===== src/rtl/mask_a_pkg.sv =====
`default_nettype none
// ============================================================================
// mask_a_pkg : op encodings and FSM state type shared by the masked-add unit
// Revision   : 1.0
// ============================================================================
package mask_a_pkg;

  typedef enum logic [1:0] {
    OP_ENCODE = 2'b00,
    OP_ADD    = 2'b01,
    OP_REMASK = 2'b10,
    OP_RSVD   = 2'b11
  } mask_op_e;

  typedef enum logic [1:0] {
    ST_IDLE = 2'b00,
    ST_RNG  = 2'b01,
    ST_RSP  = 2'b10
  } mask_state_e;

endpackage : mask_a_pkg
`default_nettype wire


===== src/rtl/mask_a_share_alu.sv =====
`default_nettype none
// ============================================================================
// mask_a_share_alu : combinational arithmetic-share operations (mod 2^XLEN)
// Revision         : 1.0
// ============================================================================
module mask_a_share_alu #(
  parameter int XLEN = 32
) (
  input  logic [1:0]      i_op,
  input  logic [XLEN-1:0] i_rs1,
  input  logic [XLEN-1:0] i_rs1_hi,
  input  logic [XLEN-1:0] i_rs2,
  input  logic [XLEN-1:0] i_rs2_hi,
  input  logic [XLEN-1:0] i_r,
  output logic [XLEN-1:0] o_rd,
  output logic [XLEN-1:0] o_rd_hi
);
  import mask_a_pkg::*;

  // Each output combines only one share kind with r, so no unmasked value appears.
  always_comb begin
    o_rd    = '0;
    o_rd_hi = '0;
    case (mask_op_e'(i_op))
      OP_ENCODE: begin
        o_rd_hi = i_r;
        o_rd    = i_rs1 - i_r;
      end
      OP_ADD: begin
        o_rd_hi = i_rs1_hi + i_rs2_hi + i_r;
        o_rd    = i_rs1 + i_rs2 - i_r;
      end
      OP_REMASK: begin
        o_rd_hi = i_rs1_hi + i_r;
        o_rd    = i_rs1 - i_r;
      end
      default: begin
        o_rd    = '0;
        o_rd_hi = '0;
      end
    endcase
  end

endmodule : mask_a_share_alu
`default_nettype wire


===== src/rtl/mask_a_unit.sv =====
`default_nettype none
// ============================================================================
// mask_a_unit : arithmetic-masked ENCODE/ADD/REMASK with one fresh random word
// Revision    : 1.0
// ============================================================================
module mask_a_unit #(
  parameter int XLEN = 32
) (
  input  logic            g_clk,
  input  logic            g_reset,
  input  logic            req_valid,
  output logic            req_ready,
  input  logic [1:0]      req_op,
  input  logic [XLEN-1:0] req_rs1,
  input  logic [XLEN-1:0] req_rs1_hi,
  input  logic [XLEN-1:0] req_rs2,
  input  logic [XLEN-1:0] req_rs2_hi,
  output logic            rng_req_valid,
  input  logic            rng_req_ready,
  input  logic [XLEN-1:0] rng_data,
  output logic            rsp_valid,
  input  logic            rsp_ready,
  output logic [XLEN-1:0] rsp_rd,
  output logic [XLEN-1:0] rsp_rd_hi,
  output logic            rsp_trap
);
  import mask_a_pkg::*;

  mask_state_e     r_state;
  mask_state_e     w_state_nxt;
  logic [1:0]      r_op;
  logic [XLEN-1:0] r_rs1, r_rs1_hi, r_rs2, r_rs2_hi;
  logic [XLEN-1:0] r_rd, r_rd_hi;
  logic            r_trap;
  logic [XLEN-1:0] w_alu_rd, w_alu_rd_hi;
  logic            w_accept, w_rng_hs, w_rsp_hs, w_req_rsvd;

  assign w_accept   = req_valid & req_ready;
  assign w_rng_hs   = rng_req_valid & rng_req_ready;
  assign w_rsp_hs   = rsp_valid & rsp_ready;
  assign w_req_rsvd = (mask_op_e'(req_op) == OP_RSVD);

  always_ff @(posedge g_clk) begin
    if (g_reset) r_state <= ST_IDLE;
    else         r_state <= w_state_nxt;
  end

  always_comb begin
    w_state_nxt   = r_state;
    req_ready     = 1'b0;
    rng_req_valid = 1'b0;
    rsp_valid     = 1'b0;
    case (r_state)
      ST_IDLE: begin
        req_ready = 1'b1;
        if (req_valid) w_state_nxt = w_req_rsvd ? ST_RSP : ST_RNG;
      end
      ST_RNG: begin
        rng_req_valid = 1'b1;
        if (rng_req_ready) w_state_nxt = ST_RSP;
      end
      ST_RSP: begin
        rsp_valid = 1'b1;
        if (rsp_ready) w_state_nxt = ST_IDLE;
      end
      default: w_state_nxt = ST_IDLE;
    endcase
  end

  mask_a_share_alu #(.XLEN(XLEN)) u_alu (
    .i_op     (r_op),
    .i_rs1    (r_rs1),
    .i_rs1_hi (r_rs1_hi),
    .i_rs2    (r_rs2),
    .i_rs2_hi (r_rs2_hi),
    .i_r      (rng_data),
    .o_rd     (w_alu_rd),
    .o_rd_hi  (w_alu_rd_hi)
  );

  // Operands live only between acceptance and the RNG handshake; results only while in RSP.
  always_ff @(posedge g_clk) begin
    if (g_reset) begin
      r_op     <= '0;
      r_rs1    <= '0;
      r_rs1_hi <= '0;
      r_rs2    <= '0;
      r_rs2_hi <= '0;
      r_rd     <= '0;
      r_rd_hi  <= '0;
      r_trap   <= 1'b0;
    end else begin
      if (w_accept) begin
        r_op <= req_op;
        if (w_req_rsvd) begin
          r_rs1    <= '0;
          r_rs1_hi <= '0;
          r_rs2    <= '0;
          r_rs2_hi <= '0;
          r_rd     <= '0;
          r_rd_hi  <= '0;
          r_trap   <= 1'b1;
        end else begin
          r_rs1    <= req_rs1;
          r_rs1_hi <= req_rs1_hi;
          r_rs2    <= req_rs2;
          r_rs2_hi <= req_rs2_hi;
        end
      end
      if (w_rng_hs) begin
        r_rd     <= w_alu_rd;
        r_rd_hi  <= w_alu_rd_hi;
        r_trap   <= 1'b0;
        r_rs1    <= '0;
        r_rs1_hi <= '0;
        r_rs2    <= '0;
        r_rs2_hi <= '0;
      end
      if (w_rsp_hs) begin
        r_rd    <= '0;
        r_rd_hi <= '0;
        r_trap  <= 1'b0;
      end
    end
  end

  assign rsp_rd    = r_rd;
  assign rsp_rd_hi = r_rd_hi;
  assign rsp_trap  = r_trap;

endmodule : mask_a_unit
`default_nettype wire


===== config.mk =====
export PLATFORM = sky130hd
export DESIGN_NAME = mask_a_unit
export DESIGN_NICKNAME = d
export VERILOG_FILES = /design/src/rtl/mask_a_pkg.sv /design/src/rtl/mask_a_share_alu.sv /design/src/rtl/mask_a_unit.sv
export SDC_FILE = /design/constraint.sdc
export NUM_CORES = 1
export LEC_CHECK = 0
export BUFFER_PORTS_ARGS = -buffer_cell sky130_fd_sc_hd__buf_2
export CAP_MARGIN = 5
export CORE_AREA = 2 2 210 150
export DETAILED_ROUTE_END_ITERATION = 8
export DIE_AREA = 0 0 212 152
export GPL_ROUTABILITY_DRIVEN = 0
export HOLD_SLACK_MARGIN = 0.06
export PLACE_DENSITY = 0.78
export SLEW_MARGIN = 20
export SYNTH_ARGS = -nofsm -noshare
export SYNTH_HDL_FRONTEND = slang
export SYNTH_SLANG_ARGS = --single-unit

===== constraint.sdc =====
create_clock -name g_clk -period 3.3 [get_ports g_clk]
set_input_delay 0.495 -clock g_clk [delete_from_list [all_inputs] [get_ports g_clk]]
set_output_delay 0.495 -clock g_clk [all_outputs]
set_load 0.1 [all_outputs]

# --- Yosys cells after proc, flatten, opt, wreduce, memory -nomap -nowiden ---
# Index checks and enable logic that the tools add are counted.
op_classes:
  n_reduce_logical: 11
  bitwise: 3
  add_sub_neg: 6
  muxes: 18
  eq_ne: 8
op_table:
  columns: ["cell", "n"]
  rows:
  - ["32-bit two-way mux", 8]
  - ["32-bit adder", 4]
  - ["32-bit one-hot mux with 3 select lines", 1]
  - ["32-bit one-hot mux with 2 select lines", 1]
  - ["32-bit subtractor", 2]
  - ["2-bit two-way mux", 4]
  - ["2-bit equality test (second input constant)", 3]
  - ["2-bit inequality test (second input constant)", 3]
  - ["2-bit one-hot mux with 3 select lines", 1]
  - ["2-bit OR reduction", 3]
  - ["2-bit by 1-bit equality test with 1-bit output (second input constant)", 2]
  - ["2-bit logical NOT", 2]
  - ["2-bit AND reduction", 2]
  - ["2-bit nonzero test", 2]
  - ["1-bit bitwise AND", 3]
  - ["1-bit two-way mux", 3]
  - ["3-bit AND reduction", 1]
  - ["3-bit OR reduction", 1]
totals:
  output_inout_bits: 68
  register_bits: 197

# --- Longest topological paths before layout ---
depth:
  depth_word: 5
  depth_mapped: 15
  mapped_depth_nobuf: 15

# --- Hierarchy ---
# A second synthesis with hierarchy kept.
hier_totals:
  cells_unflattened: 2210
  area_unflattened_um2: 17161.5
by_module_without_submodules:
  columns: ["module", "cells_each", "seq_area_each_um2", "instances", "area_per_inst_um2"]
  rows:
  - ["mask_a_share_alu", 1231, 0.0, 1, 8921.1]
  - ["mask_a_unit", 979, 3943.8, 1, 8240.4]

# --- Least setup slack after synthesis ---
# No wires, ideal clock.
synth_timing:
  path_kind: "input port to flip-flop"
  startpoint: "in rng_data[1]"
  endpoint: "reg r_rd_hi[29] (netlist: rsp_rd_hi[29])"
  required_ns: 3.180
  path_stages: 13
  setup_slack_ns: -0.073
  arrival_time_ns: 3.253
  n_path_buf: 0
  cell_sequence: "fa_1 -> ha_1 -> fa_1 -> a211oi_1 -> o21ai_1 -> o211ai_1 -> a21oi_1 -> o22ai_1 -> o31ai_1 -> a221oi_1 -> xnor2_1 -> a21oi_1 -> o21ai_1"
synth_via:
  elab_chain_cells: 3
  word_cells_on_any_way: 4
synth_lines:
  columns: ["item", "line_no", "rtl"]
  rows:
  - ["start, declared", "mask_a_unit.sv:20", "input logic [XLEN-1:0] rng_data,"]
  - ["32-bit adder (on tied branches)", "mask_a_share_alu.sv:34, mask_a_share_alu.sv:30", null]
  - ["32-bit one-hot mux with 3 select lines (*)", "mask_a_share_alu.sv:24", "case (mask_op_e'(i_op))"]
  - ["32-bit two-way mux (*)", "mask_a_unit.sv:110", "if (w_rng_hs) begin"]
  - ["end signal, assigned", "mask_a_unit.sv:112", "r_rd_hi <= w_alu_rd_hi;"]
  - ["end, declared", "mask_a_unit.sv:33", "logic [XLEN-1:0] r_rd, r_rd_hi;"]
# Mark *: on every way between the ends. The rest lies on a longest branch, timed or not.
# A chain may end at the register's enable or synchronous reset.

# --- Worst setup path in the final report ---
layout_timing:
  startpoint: "reg r_rs1[22]"
  endpoint: "reg r_rd[29] (netlist: rsp_rd[29])"
layout_via:
  elab_chain_cells: 4
  word_cells_on_any_way: 5
layout_lines:
  columns: ["item", "line_no", "rtl"]
  rows:
  - ["start, declared", "mask_a_unit.sv:32", "logic [XLEN-1:0] r_rs1, r_rs1_hi, r_rs2, r_rs2_hi;"]
  - ["start signal, assigned", "mask_a_unit.sv:104", "r_rs1 <= req_rs1;"]
  - ["32-bit adder", "mask_a_share_alu.sv:31", "o_rd = i_rs1 + i_rs2 - i_r;"]
  - ["32-bit subtractor", "mask_a_share_alu.sv:31", null]
  - ["32-bit one-hot mux with 2 select lines (*)", "mask_a_share_alu.sv:24", null]
  - ["32-bit two-way mux (*)", "mask_a_unit.sv:110", null]
  - ["end signal, assigned", "mask_a_unit.sv:111", "r_rd <= w_alu_rd;"]
  - ["end, declared", "mask_a_unit.sv:33", null]
# Marks and branches as above.

==> results.tsv <==
metric	value	unit
syn_avg_cell_area	7.779	um2
cts.htree.levels	4	
core	30470	um2
max_cap_violations	0	
cts.sinks	197	
cellLeakagePower	9.034	nW
syn-cell-area	15770	um2
required	3620	ps
finalSetupViolations	1	
slew_headroom	30.84	%
min_period	3302	ps
grt_max_degree	93	
fillers	2534	
viasPerCell	6.050	
max_freq	0.3029	GHz
synth.area.top_cells	dfxtp_1, ha_1, a21oi_1	
wl	56580	um
register_area	3964	um2
start_kind	register	
path_class	register to register	
final_nets	2734	
dieArea	32220	um2
tightest_slew	1037	ps
cp_max_fo	7	
wl_met3	8267	um
track_usage	34.11	%
status	finished with violations	
setup_ws	-1.757	ps
dr_total_vias	17010	
synthTopCellsByCount	a21oi_1, nand2_1, dfxtp_1	
clk_path_buf_depth	2	
antenna_cells	0	
synth-seq-cells	197	
async_flop_share	0	%
slowest_delay	520	ps
num_rows	54	
rsz0062_at_grt	true	
final_hold_viol_count	0	
synth_edf_count	0	
cts_inserted_buffers	17	
fin_setup_tns	-1.757	ps
grt_overflow	0	
pre_cts_ws	-390.7	ps
dp_hpwl	43260	um
met2_length	22670	um
area_growth	24.11	%
drt_first_pass_iters	8	
first_iter_violations	2094	
dieWidth	212	um
port_buffers	234	
grt_pass1_wl	85550	um
synth.most_common_cell	a21oi_1	
drive_above_1_share	23.30	%
antenna_found_initial	0	
vdd_drop_max	0.3542	mV
endpoint_kind	register	
synth_cell_types	83	
finalPower	8.156	mW
path_cells	inv_1, fa_1, inv_1, ha_1, a21oi_1, o21bai_1, a21o_1, a21o_1, a21oi_1, o21ai_2, a31oi_1, xor2_1, o221ai_1	
synthFlopType	dfxtp_1	
clk-insertion-delay-late	470	ps
synth_nets	2383	
skew	14.51	ps
violations	negative setup slack	
holdWs	237.6	ps
finalCritPeriodShare	100.1	%
grt_pass1_vias	15530	
wire_per_inst	20.13	um
start_util	51.75	%
critPathSlowestCell	fa_1	
yosysSeqAreaShare	25.01	%
cp.arrival	3620	ps
highest_layer	met4	
cts.clk_slew.worst_paths	80	ps
p_per_area	416.8	nW/um2
cts_tree	built	
drc	0	
synth_top_area_share	25.01	%
multi_input_area	11050	um2
synthCells	2027	
wl_met1	24020	um
slew_viol_final	0	
ant_nets	0	
dieHeight	152	um
pin_count	235	
cts_root_buf	clkbuf_16	
yosysTopAreaCell	dfxtp_1	
yosysWarningCount	0	
worst_hold_path_type	input pin to register	
==> registers in the layout, summed over array words and instances, names as in the netlist <==
| signal | count |
|---|---|
| rsp_rd | 32 |
| r_op | 2 |
| rsp_trap | 1 |
| r_rs1_hi | 32 |
| r_rs2_hi | 32 |
| rsp_rd_hi | 32 |
| r_rs2 | 32 |
| r_rs1 | 32 |
| r_state | 2 |
==> metal layers <==
| layer | global-route usage (%) | vias up |
|---|---|---|
| met5 | 0 | - |
| met4 | 10.26 | 0 |
| met3 | 10.54 | 148 |
| met2 | 47.49 | 1122 |
| li1 | - | 7868 |
| met1 | 50.05 | 7869 |
==> metrics by stage <==
step / cells / cell area, um2 / util [%]
final: 2811 / 19570 / 64.22
after global routing: 2811 / 19570 / 64.22
after CTS: 2805 / 19310 / 63.37
after detailed placement: 2770 / 18670 / 61.26
after global placement: 2770 / 18670 / 61.26
after floorplan: 2027 / 15790 / -
==> final timing paths <==
path,from,endpoint,slack [ps],cells past startpoint
worst min register to register,r_rs2[26],r_rs2[26],460,2
worst max-delay path,r_rs1[22],rsp_rd[29],-2,13
worst min-delay path,rsp_ready,rsp_trap,240,2
worst max register to register,r_rs1[22],rsp_rd[29],-2,13
==> layout make-up <==
class	count	area share, %
sequential	197	20.25
clock inverter	14	0.6585
tap	420	2.685
clock buffer	18	2.193
timing repair buffer	439	14.30
inverter	181	3.472
multi-input combinational	1542	56.44
==> cells by family after synthesis <==
logic type / after synthesis / synth area share (%)
AOI/OAI and AO/OA: 645 / 26.00
and+or+nand+nor: 589 / 17.27
buffers and inverters: 288 / 6.863
DFF: 197 / 25.01
adders and majority gates: 189 / 18.09
xor gates and xnor gates: 100 / 5.554
muxes: 19 / 1.206
==> cell usage in the layout, fill, tap and decap left out, drive strengths merged, types with 13 or more instances in the layout <==
cell type	count
xnor2	58
o21bai	18
nand3	159
clkbuf	18
o21ai	99
inv	185
nor2	87
o22ai	24
a22oi	28
nand2b	13
buf	439
a211oi	23
nor3	22
nand2	225
dfxtp	197
ha	124
a31oi	19
nand4	20
a21oi	265
o21a	16
a21o	61
fa	65
xor2	42
mux2i	19
==> where the power goes <==
part           switching (mW)  leakage [nW]  total (mW)  internal (mW)
clock                    1.02         0.256        2.07           1.05
combinational            2.11          7.17        3.45           1.34
sequential              0.127          1.61        2.64           2.51
==> worst max-delay path: cells and delay by family, from the launching register on <==
kind            cells  cell delay [ps]
compound gates      8             1460
xor+xnor            1              170
fa+ha+maj           2              910
buf+inv             2              140
flops               1              470
==> what timing repair did <==
action,4_1_cts,5_1_grt
hold buffers,0,0
gates resized for setup,17,48
setup buffers,3,6
pin swaps,14,33
setup endpoints to repair,11,24
(Power assumes the default switching activity.)
